## src/rtl/qspi_mem_arbiter.sv

```systemverilog
// Arbitrates instruction-fetch and data load/store requests onto one QSPI master.
// Optional watchdog abort on a hung master is enabled by defining QSPI_ARB_WATCHDOG_EN.
module qspi_mem_arbiter #(
  parameter logic [15:0] TIMEOUT_CYCLES = 16'd8192
) (
  input  logic        clk,
  input  logic        rst_n,
  input  logic        i_req,
  input  logic [23:0] i_addr,
  output logic        i_ready,
  output logic [31:0] i_rdata,
  input  logic        d_req,
  input  logic        d_we,
  input  logic [1:0]  d_size,
  input  logic [23:0] d_addr,
  input  logic [31:0] d_wdata,
  output logic        d_ready,
  output logic [31:0] d_rdata,
  output logic        m_start,
  output logic        m_stop,
  output logic        m_write_enable,
  output logic        m_is_instr,
  output logic [23:0] m_addr,
  output logic [5:0]  m_data_len,
  output logic [31:0] m_data_in,
  input  logic [31:0] m_data_out,
  input  logic        m_done,
  output logic        err
);

  typedef enum logic [2:0] {StIdle, StIssue, StWait, StStop, StRecover} state_e;

  state_e      state_q;
  logic [31:0] i_rdata_q, d_rdata_q;
  logic [31:0] fmt_rdata;
  logic        timeout, fire;

  function automatic logic [31:0] bswap(input logic [31:0] x);
    return {x[7:0], x[15:8], x[23:16], x[31:24]};
  endfunction

`ifdef QSPI_ARB_WATCHDOG_EN
  logic [15:0] wd_q;

  always_ff @(posedge clk or negedge rst_n) begin
    if (!rst_n) begin
      wd_q <= 16'd0;
    end else if (state_q == StIssue) begin
      wd_q <= 16'd0;
    end else if (state_q == StWait) begin
      wd_q <= wd_q + 16'd1;
    end
  end

  // A completion arriving on the timeout cycle wins over the abort.
  assign timeout = (state_q == StWait) && !m_done && (wd_q == TIMEOUT_CYCLES);
`else
  logic [15:0] unused_timeout;
  assign unused_timeout = TIMEOUT_CYCLES;
  assign timeout = 1'b0;
`endif

  assign err  = timeout;
  assign fire = (state_q == StWait) && (m_done || timeout);

  // Read data is steered by the latched transfer length; instructions latch length 0.
  always_comb begin
    fmt_rdata = bswap(m_data_out);
    if (timeout) begin
      fmt_rdata = 32'h0;
    end else begin
      case (m_data_len)
        6'd8:    fmt_rdata = {24'h0, m_data_out[7:0]};
        6'd16:   fmt_rdata = {16'h0, m_data_out[7:0], m_data_out[15:8]};
        default: fmt_rdata = bswap(m_data_out);
      endcase
    end
  end

  assign i_ready = fire && m_is_instr;
  assign d_ready = fire && !m_is_instr;
  assign i_rdata = i_ready ? fmt_rdata : i_rdata_q;
  assign d_rdata = (d_ready && (!m_write_enable || timeout)) ? fmt_rdata : d_rdata_q;

  always_ff @(posedge clk or negedge rst_n) begin
    if (!rst_n) begin
      state_q        <= StIdle;
      m_start        <= 1'b0;
      m_stop         <= 1'b0;
      m_write_enable <= 1'b0;
      m_is_instr     <= 1'b0;
      m_addr         <= 24'h0;
      m_data_len     <= 6'd0;
      m_data_in      <= 32'h0;
      i_rdata_q      <= 32'h0;
      d_rdata_q      <= 32'h0;
    end else begin
      i_rdata_q <= i_rdata;
      d_rdata_q <= d_rdata;
      case (state_q)
        StIdle: begin
          if (d_req) begin
            state_q        <= StIssue;
            m_start        <= 1'b1;
            m_write_enable <= d_we;
            m_is_instr     <= 1'b0;
            m_addr         <= d_addr;
            case (d_size)
              2'd0: begin
                m_data_len <= 6'd8;
                m_data_in  <= d_we ? {d_wdata[7:0], 24'h0} : 32'h0;
              end
              2'd1: begin
                m_data_len <= 6'd16;
                m_data_in  <= d_we ? {d_wdata[7:0], d_wdata[15:8], 16'h0} : 32'h0;
              end
              default: begin
                m_data_len <= 6'd32;
                m_data_in  <= d_we ? bswap(d_wdata) : 32'h0;
              end
            endcase
          end else if (i_req) begin
            state_q        <= StIssue;
            m_start        <= 1'b1;
            m_write_enable <= 1'b0;
            m_is_instr     <= 1'b1;
            m_addr         <= i_addr;
            m_data_len     <= 6'd0;
            m_data_in      <= 32'h0;
          end
        end
        StIssue: begin
          m_start <= 1'b0;
          state_q <= StWait;
        end
        StWait: begin
          if (fire) begin
            if (m_is_instr || timeout) begin
              state_q <= StStop;
              m_stop  <= 1'b1;
            end else begin
              state_q <= StRecover;
            end
          end
        end
        StStop: begin
          m_stop  <= 1'b0;
          state_q <= StRecover;
        end
        StRecover: state_q <= StIdle;
        default:   state_q <= StIdle;
      endcase
    end
  end

endmodule

```

## config.mk

```make
export PLATFORM = sky130hd
export DESIGN_NAME = qspi_mem_arbiter
export DESIGN_NICKNAME = d
export VERILOG_FILES = /design/src/rtl/qspi_mem_arbiter.sv
export SDC_FILE = /design/constraint.sdc
export NUM_CORES = 1
export LEC_CHECK = 0
export CAP_MARGIN = 20
export CELL_PAD_IN_SITES_DETAIL_PLACEMENT = 1
export CELL_PAD_IN_SITES_GLOBAL_PLACEMENT = 2
export CORE_MARGIN = 2
export CORE_UTILIZATION = 23
export CTS_CLUSTER_SIZE = 25
export DETAILED_ROUTE_END_ITERATION = 8
export PLACE_DENSITY = 0.73
export SYNTH_ARGS = -nofsm -noshare
export SYNTH_HDL_FRONTEND = slang
export SYNTH_SLANG_ARGS = --single-unit
```

## constraint.sdc

```tcl
create_clock -name clk -period 1.85 [get_ports clk]
set_input_delay 0.37 -clock clk [delete_from_list [all_inputs] [get_ports clk]]
set_output_delay 0.37 -clock clk [all_outputs]
set_load 0.05 [all_outputs]
```

======== Yosys cells after proc, flatten, opt, wreduce, memory -nomap -nowiden ========
Cells that the tools add are included.
cells by class
  eq/ne operators ......................... 9
  muxes and demuxes ....................... 28
  reductions and logical operators ........ 15
operators by type and width
  kind                count
  $mux 32             7
  $pmux 32 s2         2
  $mux 24             2
  $mux 3              4
  $mux 6              2
  $pmux 3 s4          1
  $pmux 6 s2          1
  $mux 1              7
  $eq 3x2->1 const B  2
  $eq 6x4->1 const B  1
  $eq 6x5->1 const B  1
  $reduce_and 2->1    3
  $reduce_bool 2->1   3
  $logic_and 1x1->1   4
  $ne 2x2->1 const B  2
  $pmux 1 s2          2
  $eq 3x1->1 const B  1
  $logic_not 3->1     1
  $ne 3x3->1 const B  1
  $reduce_and 3->1    1
  $eq 2x1->1 const B  1
  $logic_not 1->1     2
  $logic_not 2->1     1
storage, ports and cells
  register bits ........................... 133
  input port bits ......................... 120
  output and inout port bits .............. 133
  word-level logic and storage cells ...... 62

======== Logic depth before layout (Yosys ltp) ========
Gate-level depths: netlist (run 1).
  word-level depth ........................ 5
  mapped depth ............................ 6
  depth with buffers taken out ............ 3

======== Least setup slack after synthesis (run 1) ========
OpenSTA, ideal clock, no wires.
  kind .................................... register to output
  start point ............................. register m_data_len[4]
  end point ............................... output port d_rdata[6]
  arrival time ............................ 2.344 ns
  data required time ...................... 1.480 ns
  path slack .............................. -0.864 ns
  stages on the path, launching flop included .. 6
  buffers on the path ..................... 2
  path through ............................ dfrtp_1 -> nor2b_1 -> clkbuf_1 -> buf_2 -> a221oi_1 -> a31oi_1
between the ends
  longest elaborated chain between the ends .. 3
  elaborated cells between the ends (all ways) .. 4
  classes of those cells .................. 2 x eq/ne; 2 x mux
RTL lines
  item                                      RTL line  text
  start: declaration                        24        output logic [5:0] m_data_len,
  start signal: assignment                  93        m_data_len <= 6'd0;
  start signal: assignment                  110       m_data_len <= 6'd8;
  start signal: assignment                  114       m_data_len <= 6'd16;
  $eq 6x5->1 or $eq 6x4->1 (tied branches)  72        case (m_data_len)
  $pmux 32 s2 *                             72
  $mux 32 *                                 83        assign d_rdata = (d_ready && (!m_write_enable || timeout)) ? fmt_rdata : d_rdata_q;
  end: declaration                          18        output logic [31:0] d_rdata,
Mark *: on every way between the ends. The rest lies on a longest branch, timed or not.

======== Worst setup path in the final report (run 1) ========
  start point ............................. register state_q[2]
  end point ............................... output port d_rdata[23]
between the ends
  longest elaborated chain between the ends .. 5
RTL lines
  item                      RTL line  text
  start: declaration        33        state_e state_q;
  start signal: assignment  87        state_q <= StIdle;
  start signal: assignment  103       state_q <= StIssue;
  start signal: assignment  123       state_q <= StIssue;
  $eq 3x2->1                64        assign fire = (state_q == StWait) && (m_done || timeout);
  $logic_and 1x1->1         64
  $logic_and 1x1->1         81        assign d_ready = fire && !m_is_instr;
  $logic_and 1x1->1         83
  $mux 32                   83
No other way between the ends.

==> metrics.md, run 1 <==
| Metric | Value |
|---|---|
| HP Class | `primary input to flip-flop` |
| Top post-synthesis cells by count | `130 x dfrtp_1, 52 x a21oi_1, 36 x inv_1` |
| Hpwl dp | `17.4 mm` |
| Internal power | `0.0138 W` |
| Global-route wire length before repair | `about 36 mm` |
| Gate power share | `68.6%` |
| Final WS setup | `-0.702 ns` |
| Worst Path Required | `1.48 ns` |
| WS Path Type | `flip-flop to output pin` |
| Remaining global-route overflow | `0` |
| Post-synth EDFFs | `0` |
| Cells on Worst Hold Path | `4` |
| Post-synthesis cell type count | `34` |
| Critical path launch point type | `flip-flop` |
| Net Switching | `0.0128 W` |
| Lkg Pwr | `5.03 nW` |
| Die footprint | `0.0268 mm²` |
| Seq/Total Area, Yosys | `~55%` |
| GP Congestion | `between 0.7 and 0.8` |
| Multi-input gate area | `roughly 0.0035 mm²` |
| Root Buffer | `clkbuf_16` |
| Height of the chip | `164 µm` |
| CP arrival | `2.18 ns` |
| # port buffers | `248` |
| Yosys warning count | `0` |
| Maximum VDD drop | `around 0.0011 V` |
| H-tree level count | `4` |
| R2R cell count | `7` |
| Crit path max fanout | `7` |
| Post-Layout Cell Count | `between 1000 and 1500` |
| Yosys reg bits | `130` |
| Status | `finished with violations` |
| Worst Setup End Kind | `output pin` |
| Synth area leaders | `dfrtp_1 55%, mux2i_1 5.5%, a22o_1 5.1%` |
| Slew Viols, Final | `0` |
| Initial DRC count | `roughly 160` |
| Nets | `967` |
| Number of vias per cell | `4.55` |
| Seq pwr share | `18.5%` |
| Share of cells above drive strength 1 | `between 40% and 50%` |
| Failing checks | `setup timing` |
| Clk sinks | `130` |
| Tmin final | `between 2 and 3 ns` |
| Wire length per cell | `19.7 µm` |
| Fillers | `2574` |
| Pin count of the biggest net entering global routing | `48` |
| 1st-pass router iterations | `6` |
| Power density cells | `2230 mW/mm²` |
| Max Cap Viol | `0` |
| Area leader, netlist | `dfrtp_1` |
| Slew at the pin closest to its max-slew limit | `0.554 ns` |
| Clock Skew | `0.0102 ns` |
| Vias in the first global route | `6184` |
| Final TNS setup | `-41.62 ns` |
| CTS Buffer Depth | `2` |
| Cell count after placement | `1113` |
| CTS buffer count | `17` |
| Top-area cell type share of the netlist area | `a little under three fifths` |
| Synthesized instance count | `496` |
| Remaining antenna violation count | `0` |
| Ys flop type | `dfrtp_1` |
| Final Hold Violating Endpoints | `0` |
| Slew margin rel. | `between 60% and 70%` |
| Most common cell in the netlist | `dfrtp_1` |
| Layout area overhead | `103%` |
| Cell Area, Synth | `0.00587 mm²` |
| Clk slew on worst S/H paths | `0.06 ns` |
| Num rows | `58` |
| Endpoints failing setup | `between 60 and 70` |
| Core ar. | `0.0251 mm²` |
| Unrepaired setup endpoints after global routing | `yes` |
| Tcrit/Tclk final | `138%` |
| Via count | `~5400` |
| Die X | `roughly 160 µm` |
| Async SR Flop Fraction | `100%` |
| Switching Share | `48.2%` |
| Antenna violations before repair | `2` |
| Clk_lat worst skew | `0.42 ns` |
| Post-synthesis average cell area | `11.8 µm²` |
| DRT Wirelength | `between 20 and 25 mm` |
| GRT Util Overall | `17.8%` |
| Starting Density | `23.4%` |
| CTS tree | `done` |
| Achievable Freq | `between 300 and 400 MHz` |
| Io pins | `253` |
| Clk network pwr share | `12.9%` |
| Seq. cell area | `roughly 0.0033 mm²` |
| DRC Markers | `0` |
## worst max-delay path: stages (launching register included)
cell and delay, ns:
dfrtp_1 0.41, nor4bb_4 0.38, and2_4 0.29, buf_12 0.18, mux2i_4 0.30, buf_12 0.18
## layer usage
metal / up-vias / part of all wire (%) / GRT usage [%]
met5: - / 0.068 / 0
met4: 2 / 2.2 / 5.74
met3: 29 / 5.8 / 5.25
met2: 184 / 53 / 32.0
met1: 2720 / 39 / 20.1
li1: 2490 / - / -
## power groups by stage
stage / Clock (W) / Sequential, W / Combinational (W)
3_3_place_gp: 0 / 0.00490 / 0.0164
3_5_place_dp: 0 / 0.00496 / 0.0167
4_1_cts: 0.00354 / 0.00495 / 0.0180
2_1_floorplan: 0 / 0.00696 / 0.00850
5_1_grt: 0.00365 / 0.00509 / 0.0190
6_report: 0.00343 / 0.00493 / 0.0182
## cell type report
cell class              count  area share, %
diodes                      1         0.0210
clock buffers              17           3.57
clock inverters            15           1.34
inverters                  36           1.13
multi-input cells         290           29.0
flip-flops and latches    130           27.4
well taps                 330           3.47
repair buffers            372           34.1
## cell usage in the layout (no fill, tap or decap), drive strengths merged
cell / Yosys / final
and3: 1 / 1
a2111oi: 1 / 1
nor4bb: 1 / 1
nand2: 2 / 2
clkdlybuf4s50: 0 / 117
a221oi: 16 / 16
a22o: 34 / 34
dlymetal6s2s: 0 / 1
o21ai: 18 / 18
and2: 14 / 14
inv: 36 / 48
clkbuf: 14 / 18
nand2b: 1 / 1
dfrtp: 130 / 130
and3b: 1 / 1
conb: 1 / 4
nor3b: 8 / 8
a22oi: 8 / 8
nor4b: 1 / 1
mux2i: 32 / 32
a21o: 2 / 2
nor2: 5 / 5
a31oi: 17 / 17
clkinvlp: 0 / 1
xnor2: 1 / 1
nor3: 2 / 2
clkinv: 0 / 1
nor2b: 19 / 19
dlygate4sd3: 0 / 1
bufinv: 0 / 1
o211ai: 1 / 1
mux2: 49 / 49
a21oi: 52 / 52
diode: 0 / 1
buf: 29 / 252
## sequential cells by signal (all words and copies together), names as in the netlist
name and cells:
state_q 3, m_data_len 3, m_addr 24, m_write_enable 1, i_rdata_q 32, m_start 1
m_stop 1, m_data_in 32, m_is_instr 1, d_rdata_q 32
## path summary, 6_finish.rpt
check / slack (ns) / endpoint / startpoint
worst max-delay path: -0.70 / d_rdata[23] / state_q[2]
worst min-delay path: 0.43 / m_stop / m_done
worst max register to register: -0.02 / d_rdata_q[1] / state_q[2]
worst min register to register: 0.49 / m_addr[6] / m_addr[6]
max in group asynchronous: 0.77 / m_write_enable / rst_n
min in group asynchronous: 0.46 / m_addr[12] / rst_n
## cells by family after synthesis
kind of cell	count (synthesis)	share of synthesized area, %
other cells	1	0.0638
simple gates	55	5.94
flops	130	55.4
buf+inv	79	6.77
compound gates	149	16.8
xor+xnor	1	0.149
mux	81	14.8
## what timing repair did
| action | CTS | global route |
|---|---|---|
| pin swaps | 38 | 13 |
| resized for setup | 67 | 24 |
| setup buffers | 27 | 18 |
| cloned | 3 | 1 |
| endpoints found under the hold margin | 43 | 0 |
| endpoints found under the setup margin | 67 | 75 |
| hold buffers | 1 | 0 |
## through the flow
| stage | hold slack, ns | instance area, µm² | total power, W | setup WS (ns) | util (%) |
|---|---|---|---|---|---|
| final | 0.426 | 11900 | 0.0266 | -0.702 | 47.5 |
| after global routing | 0.483 | 11900 | 0.0278 | -0.817 | 47.4 |
| after CTS | 0.458 | 11700 | 0.0265 | -0.752 | 46.7 |
| after detailed placement | 0.355 | 10600 | 0.0217 | -0.773 | 42.1 |
| after global placement | 0.345 | 10600 | 0.0213 | -0.686 | 42.1 |
| after floorplan | 0.0744 | 7090 | 0.0155 | -0.295 | - |
(Power assumes the default switching activity.)
==> run 2: changes to the inputs <==
- CORE_UTILIZATION: 23 -> 24
- CTS_BUF_LIST: not set -> sky130_fd_sc_hd__clkbuf_8
- PLACE_DENSITY: 0.73 -> 0.76
- SLEW_MARGIN: not set -> 20
==> run 2 against run 1 <==
The flow still finishes with violations (setup timing). Sequential cell count unchanged. Final area decreased by 2.6%. Clock power decreased by 29%. Critical path type unchanged.
==> metrics.md, run 2 (synthesis results as in run 1) <==
| Metric | Value |
|---|---|
| Commonest cells after routing, fill and taps aside | `140 x buf_4, 125 x dfrtp_1, 118 x clkdlybuf4s50_1` |
| Cell count after placement | `1099 (-1.3%)` |
| # port buffers | `248 (unchanged)` |
| Net Switching | `0.0127 W (-0.93%)` |
| Status | `finished with violations` |
| Worst Setup End Kind | `output pin` |
| Tot Pwr | `0.0253 W (-4.8%)` |
| DRT Wirelength | `22.9 mm (-2.6%)` |
| Share of cells above drive strength 1 | `49.6% (+1.2 points)` |
| Slew Viols, Final | `0 (unchanged)` |
| Slew margin rel. | `61.5% (-0.60 points)` |
| Num rows | `57 (-1.7%)` |
| Worst path slowest cell | `dfrtp_1` |
| WS Path Type | `flip-flop to output pin` |
| Initial DRC count | `124 (-21%)` |
| Vias in the first global route | `6174 (-0.16%)` |
| Tcrit/Tclk final | `137% (-0.78 points)` |
| GP Congestion | `0.778 (+1.7%)` |
| Global-route wire length before repair | `36.1 mm (+1.0%)` |
| Antenna violations before repair | `1 (-1)` |
| Final Hold Violating Endpoints | `0 (unchanged)` |
| Crit path max fanout | `8 (+1)` |
| Maximum VDD drop | `0.00118 V (+6.8%)` |
| Die footprint | `0.0257 mm² (-4.1%)` |
| Final WS setup | `-0.687 ns (+0.0144 ns)` |
| CTS tree | `done` |
| Max Cap Viol | `0 (unchanged)` |
| Root Buffer | `clkbuf_8` |
| Slew at the pin closest to its max-slew limit | `0.571 ns (+0.0173 ns)` |
| HP Class | `primary input to async pin` |
| Worst-path cell chain | `nor4bb_4 -> and2_4 -> buf_12 -> mux2i_4 -> buf_12` |
| CP arrival | `2.17 ns (about the same)` |
| Core ar. | `0.0242 mm² (-3.7%)` |
| Nets | `952 (-1.6%)` |
| Achievable Freq | `394 MHz (+0.57%)` |
| Critical path launch point type | `flip-flop` |
| Die X | `160 µm (-2.1%)` |
| Clk sinks | `130 (unchanged)` |
| Commonest non-fill, non-tap cell in the layout | `buf_4` |
| Gate power share | `70.8% (+2.2 points)` |
| Clk_lat worst skew | `0.45 ns (+0.03 ns)` |
| Worst Path Required | `1.48 ns (about the same)` |
| Via count | `5328 (-1.8%)` |
| Switching Share | `50.2% (+2.0 points)` |
| Hpwl dp | `17.4 mm (-0.40%)` |
| DRC Markers | `0 (unchanged)` |
| Clock Skew | `0.0137 ns (+0.00346 ns)` |
| Tmin final | `2.54 ns (-0.0144 ns)` |
| Largest registers | `d_rdata_q (32), i_rdata_q (32), m_data_in (32)` |
| Remaining global-route overflow | `0 (unchanged)` |
| Number of vias per cell | `4.56 (about the same)` |
| Remaining antenna violation count | `0 (unchanged)` |
| Layout area overhead | `97.5%` |
| Fillers | `2421 (-5.9%)` |
| Io pins | `253 (unchanged)` |
| Seq pwr share | `19.6% (+1.1 points)` |
| H-tree level count | `4 (unchanged)` |
| Antenna cells | `0 (-1)` |
| Crit path buf inv count | `2 (unchanged)` |
| Worst hold margin | `0.384 ns (-0.0420 ns)` |
| CTS Buffer Depth | `2 (unchanged)` |
| Clk network pwr share | `9.7% (-3.2 points)` |
| Failing checks | `setup timing` |
| Pin count of the biggest net entering global routing | `50 (+4.2%)` |
| Height of the chip | `160 µm (-2.1%)` |
| Most used cell, CP | `buf_12` |
| Internal power | `0.0126 W (-8.4%)` |
| Seq. cell area | `0.00326 mm² (about the same)` |
| 1st-pass router iterations | `4 (-2)` |
| Unrepaired setup endpoints after global routing | `yes` |
| Power density cells | `2180 mW/mm² (-2.2%)` |
| Post-Layout Cell Count | `1169 (-1.8%)` |
| Lkg Pwr | `4.85 nW (-3.6%)` |
| CTS buffer count | `17 (unchanged)` |
| Starting Density | `24.3% (+0.90 points)` |
| Worst path top cell family by delay | `simple AND/OR/NAND/NOR gates` |
| Endpoints failing setup | `67 (-1.5%)` |
| GRT Util Overall | `18.2% (+0.41 points)` |
| Multi-input gate area | `0.00352 mm² (+1.9%)` |
| CP peak stage delay | `0.42 ns (about the same)` |
| Wire length per cell | `19.6 µm (-0.79%)` |
| Clk slew on worst S/H paths | `0.10 ns (+0.04 ns)` |
-- run 2: cell type report --
class,count,share of cell area (%)
Timing Repair Buffer,357,33.5
Multi-Input combinational cell,290,30.3
Sequential cell,130,28.1
Tap cell,324,3.49
Clock buffer,17,2.02
Clock inverter,15,1.35
Inverter,36,1.16
-- run 2: final timing paths --
path / from / to / slack (ns) / cells after the start
max: state_q[2] / d_rdata[23] / -0.69 / 5
min: rst_n / d_rdata_q[31] / 0.38 / 2
max reg2reg: state_q[2] / d_rdata_q[4] / 0 / 8
min reg2reg: m_addr[1] / m_addr[1] / 0.50 / 1
max in group asynchronous: rst_n / i_rdata_q[21] / 0.78 / 3
min in group clk: m_addr[1] / m_addr[1] / 0.50 / 1
-- run 2: metal layers --
layer  wire length [µm]  track usage (%)  vias to the layer above
met3               1250             4.98                       23
met5                 14                0                        -
met2              12100             33.0                      176
met4                362             4.87                        2
met1               9120             21.0                     2673
li1                   -                -                     2454
-- run 2: power groups by stage --
stage	clock (W)	combinational [W]	sequential [W]
floorplan	0	0.00850	0.00696
global placement	0	0.0163	0.00491
detailed placement	0	0.0167	0.00497
CTS	0.00255	0.0177	0.00496
global route	0.00266	0.0187	0.00512
finish	0.00245	0.0179	0.00495
-- run 2: worst reg2reg max path: stages, from the launching register on --
cell and delay, ns:
dfrtp_1 0.42, nor4bb_4 0.38, and2_4 0.27, buf_12 0.12
buf_8 0.10, buf_12 0.13, a31oi_4 0.10, buf_6 0.15
buf_6 0.10
-- run 2: stage by stage --
stage / instance area, µm² / setup WS, ns / util, % / setup TNS, ns
floorplan: 7090 / -0.295 / - / -17.76
global placement: 10500 / -0.693 / 43.4 / -66.60
detailed placement: 10500 / -0.747 / 43.4 / -74.09
CTS: 11400 / -0.739 / 47.0 / -43.99
global route: 11600 / -0.808 / 48.0 / -49.83
finish: 11600 / -0.687 / 48.0 / -42.13
-- run 2: what timing repair did --
action | CTS | global route
pin swaps | 6 | 14
buffers inserted | 17 | 19
gates resized for setup | 81 | 22
hold endpoints to repair | 38 | 0
hold buffers | 1 | 0
cloned | 1 | 0
setup endpoints to repair | 66 | 83
==> run 3: changes to the inputs <==
- CORE_UTILIZATION: 24 -> 29
- PLACE_DENSITY: 0.76 -> 0.87
- clock period: 1.85 -> 3.2 ns (I/O delays scaled with it)
==> run 3 against run 2 <==
The run now ends clean. First-iteration DRC count rose by 48%. Largest cell class is now flip-flops and latches. Clock skew rose by 0.0053 ns. Final area fell by 19%. Worst setup slack improved by 0.80 ns. Wire length fell by 9.8%. Worst hold slack got worse by 0.31 ns. Sequential share of layout area rose by 6.4 points.
==> metrics.md, run 3 (synthesis results as in run 1) <==
| Metric | Value |
|---|---|
| Multi-input gate area | `0.00236 mm² (-33%)` |
| Lkg Pwr | `4.01 nW (-17%)` |
| Slew at the pin closest to its max-slew limit | `0.612 ns (+0.0410 ns)` |
| Post-CTS Setup Bufs | `0 (-17)` |
| Core ar. | `0.0200 mm² (-17%)` |
| R2R cell count | `4 (-4)` |
| WS Path Type | `primary input to output pin` |
| Worst R2R Start | `state_q[1]` |
| GRT Util Overall | `19.6% (+1.4 points)` |
| Slew Viols, Final | `0 (unchanged)` |
| Largest registers | `d_rdata_q (32), i_rdata_q (32), m_data_in (32)` |
| Worst-path cell chain | `clkdlybuf4s50_1 -> nor4bb_4 -> and2_2 -> buf_12 -> mux2i_1 -> buf_12` |
| Initial DRC count | `183 (+48%)` |
| Root Buffer | `clkbuf_8` |
| Status | `finished, final reports clean` |
| Post-Layout Inst Area | `0.00943 mm² (-19%)` |
| Worst Setup End Kind | `output pin` |
| Crit path max fanout | `15 (+7)` |
| Tot Pwr | `0.0121 W (-52%)` |
| DRC Markers | `0 (unchanged)` |
| Post-Layout Cell Count | `1027 (-12%)` |
| Die X | `146 µm (-8.8%)` |
| Num rows | `52 (-8.8%)` |
| CTS buffer count | `17 (unchanged)` |
| Tcrit/Tclk final | `96.5%` |
| Critical path launch point type | `primary input` |
| Slew margin rel. | `58.8% (-2.8 points)` |
| Fillers | `2133 (-12%)` |
| # port buffers | `248 (unchanged)` |
| Cell count after placement | `995 (-9.5%)` |
| Die footprint | `0.0214 mm² (-17%)` |
| Clk_lat worst skew | `0.46 ns (about the same)` |
| Clock Skew | `0.0190 ns (+0.00531 ns)` |
| Via count | `4974 (-6.6%)` |
| Io pins | `253 (unchanged)` |
| Starting Density | `29.3% (+5.0 points)` |
| Clk slew on worst S/H paths | `0.08 ns (-0.02 ns)` |
| Placed Instance Area | `0.00895 mm² (-15%)` |
| Layout area overhead | `60.5%` |
| H-tree level count | `4 (unchanged)` |
| Maximum VDD drop | `0.000532 V (-55%)` |
| Nets | `864 (-9.2%)` |
| Vias in the first global route | `5630 (-8.8%)` |
| Final Hold Violating Endpoints | `0 (unchanged)` |
| Final TNS setup | `0 ns (+42.13 ns)` |
| R2r setup slk | `1.32 ns (+1.32 ns)` |
| GP Congestion | `0.803 (+3.2%)` |
| Power density cells | `1280 mW/mm² (-41%)` |
| DRT Wirelength | `20.6 mm (-9.8%)` |
| Unrepaired setup endpoints after global routing | `no` |
| Endpoints failing setup | `0 (-100%)` |
| CTS Buffer Depth | `2 (unchanged)` |
| CP arrival | `2.45 ns (+0.28 ns)` |
| Antenna violations before repair | `0 (-1)` |
| Height of the chip | `146 µm (-8.8%)` |
| Commonest non-fill, non-tap cell in the layout | `clkdlybuf4s50_1` |
| Worst Path Required | `2.56 ns (+1.08 ns)` |
| Commonest cells after routing, fill and taps aside | `181 x clkdlybuf4s50_1, 129 x dfrtp_1, 52 x a21oi_1` |
| CP peak stage delay | `0.48 ns (+0.06 ns)` |
| Number of vias per cell | `4.84 (+6.3%)` |
| CTS tree | `done` |
| Crit. Startpoint | `m_done` |
| Antenna cells | `0 (unchanged)` |
| Remaining antenna violation count | `0 (unchanged)` |
| Wire length per cell | `20.1 µm (+2.7%)` |
| End of the worst register-to-register path | `i_rdata_q[29]` |
| Max Cap Viol | `0 (unchanged)` |
| Worst path slowest cell | `clkdlybuf4s50_1` |
| Tmin final | `3.09 ns` |
| Clk sinks | `130 (unchanged)` |
| Pin count of the biggest net entering global routing | `66 (+32%)` |
| Remaining global-route overflow | `0 (unchanged)` |
| Achievable Freq | `324 MHz` |
| Hold-fix buffers at CTS | `0 (-1)` |
| Share of cells above drive strength 1 | `22.3% (-27 points)` |
| Global-route wire length before repair | `32.4 mm (-10%)` |
| HP Class | `primary input to async pin` |
| Most used cell, CP | `buf_12` |
| 1st-pass router iterations | `4 (unchanged)` |
| Hpwl dp | `15.7 mm (-9.6%)` |
| Worst hold margin | `0.0711 ns (-0.313 ns)` |
| Seq. cell area | `0.00325 mm² (-0.31%)` |
## run 3: cell count changes in the layout (fill, tap and decap cells not counted), sizes merged
cell,change
buf,-150
clkdlybuf4s50,+63
inv,-3
clkinvlp,+2
bufinv,+1
dlygate4sd3,-1
## run 3: metrics by stage
stage                     worst slack [ns]  utilization, %
after floorplan                      0.211               -
after global placement              0.0520            44.7
after detailed placement           -0.0136            44.7
after CTS                        0.0000551            46.6
after global routing                0.0102            47.1
final                                0.113            47.1
## run 3: what timing repair did
action / 4_1_cts / 5_1_grt
pin swaps: 0 / 1
gates cloned: 0 / 0
setup endpoints to repair: 32 / 56
gates resized for setup: 2 / 20
hold endpoints to repair: 0 / 0
## run 3: cell type report
type	instances	share of cell area [%]
Sequential cell	130	34.5
Timing Repair Buffer	269	31.4
Multi-Input combinational cell	290	25.0
Tap cell	270	3.58
Clock buffer	17	2.48
Clock inverter	15	1.58
Inverter	36	1.43
## run 3: worst max path at each step
| stage | endpoint | depth (start not counted) |
|---|---|---|
| floorplan | i_rdata[18] | 6 |
| global placement | d_rdata[21] | 6 |
| detailed placement | i_rdata[19] | 6 |
| CTS | i_rdata[26] | 6 |
| global route | d_rdata[31] | 5 |
| finish | i_rdata[29] | 6 |
## run 3: power by group
part           switching [W]  leakage (nW)  total (W)  internal (W)
clock               0.000759         0.184    0.00139      0.000635
sequential          0.000409          1.56    0.00283       0.00242
combinational        0.00502          2.27    0.00786       0.00284
## run 3: critical path: cells and delay by family
family                 cells  cell delay, ns
buffers and inverters      3            0.87
and+or+nand+nor            2            0.53
muxes                      1            0.39
## run 3: metal layers
metal / GRT usage (%) / wire length [µm] / vias to the layer above
li1: - / - / 2268
met4: 5.97 / 339 / 0
met2: 34.1 / 10400 / 193
met1: 22.9 / 8400 / 2488
met5: 0 / 0 / -
met3: 6.72 / 1520 / 25
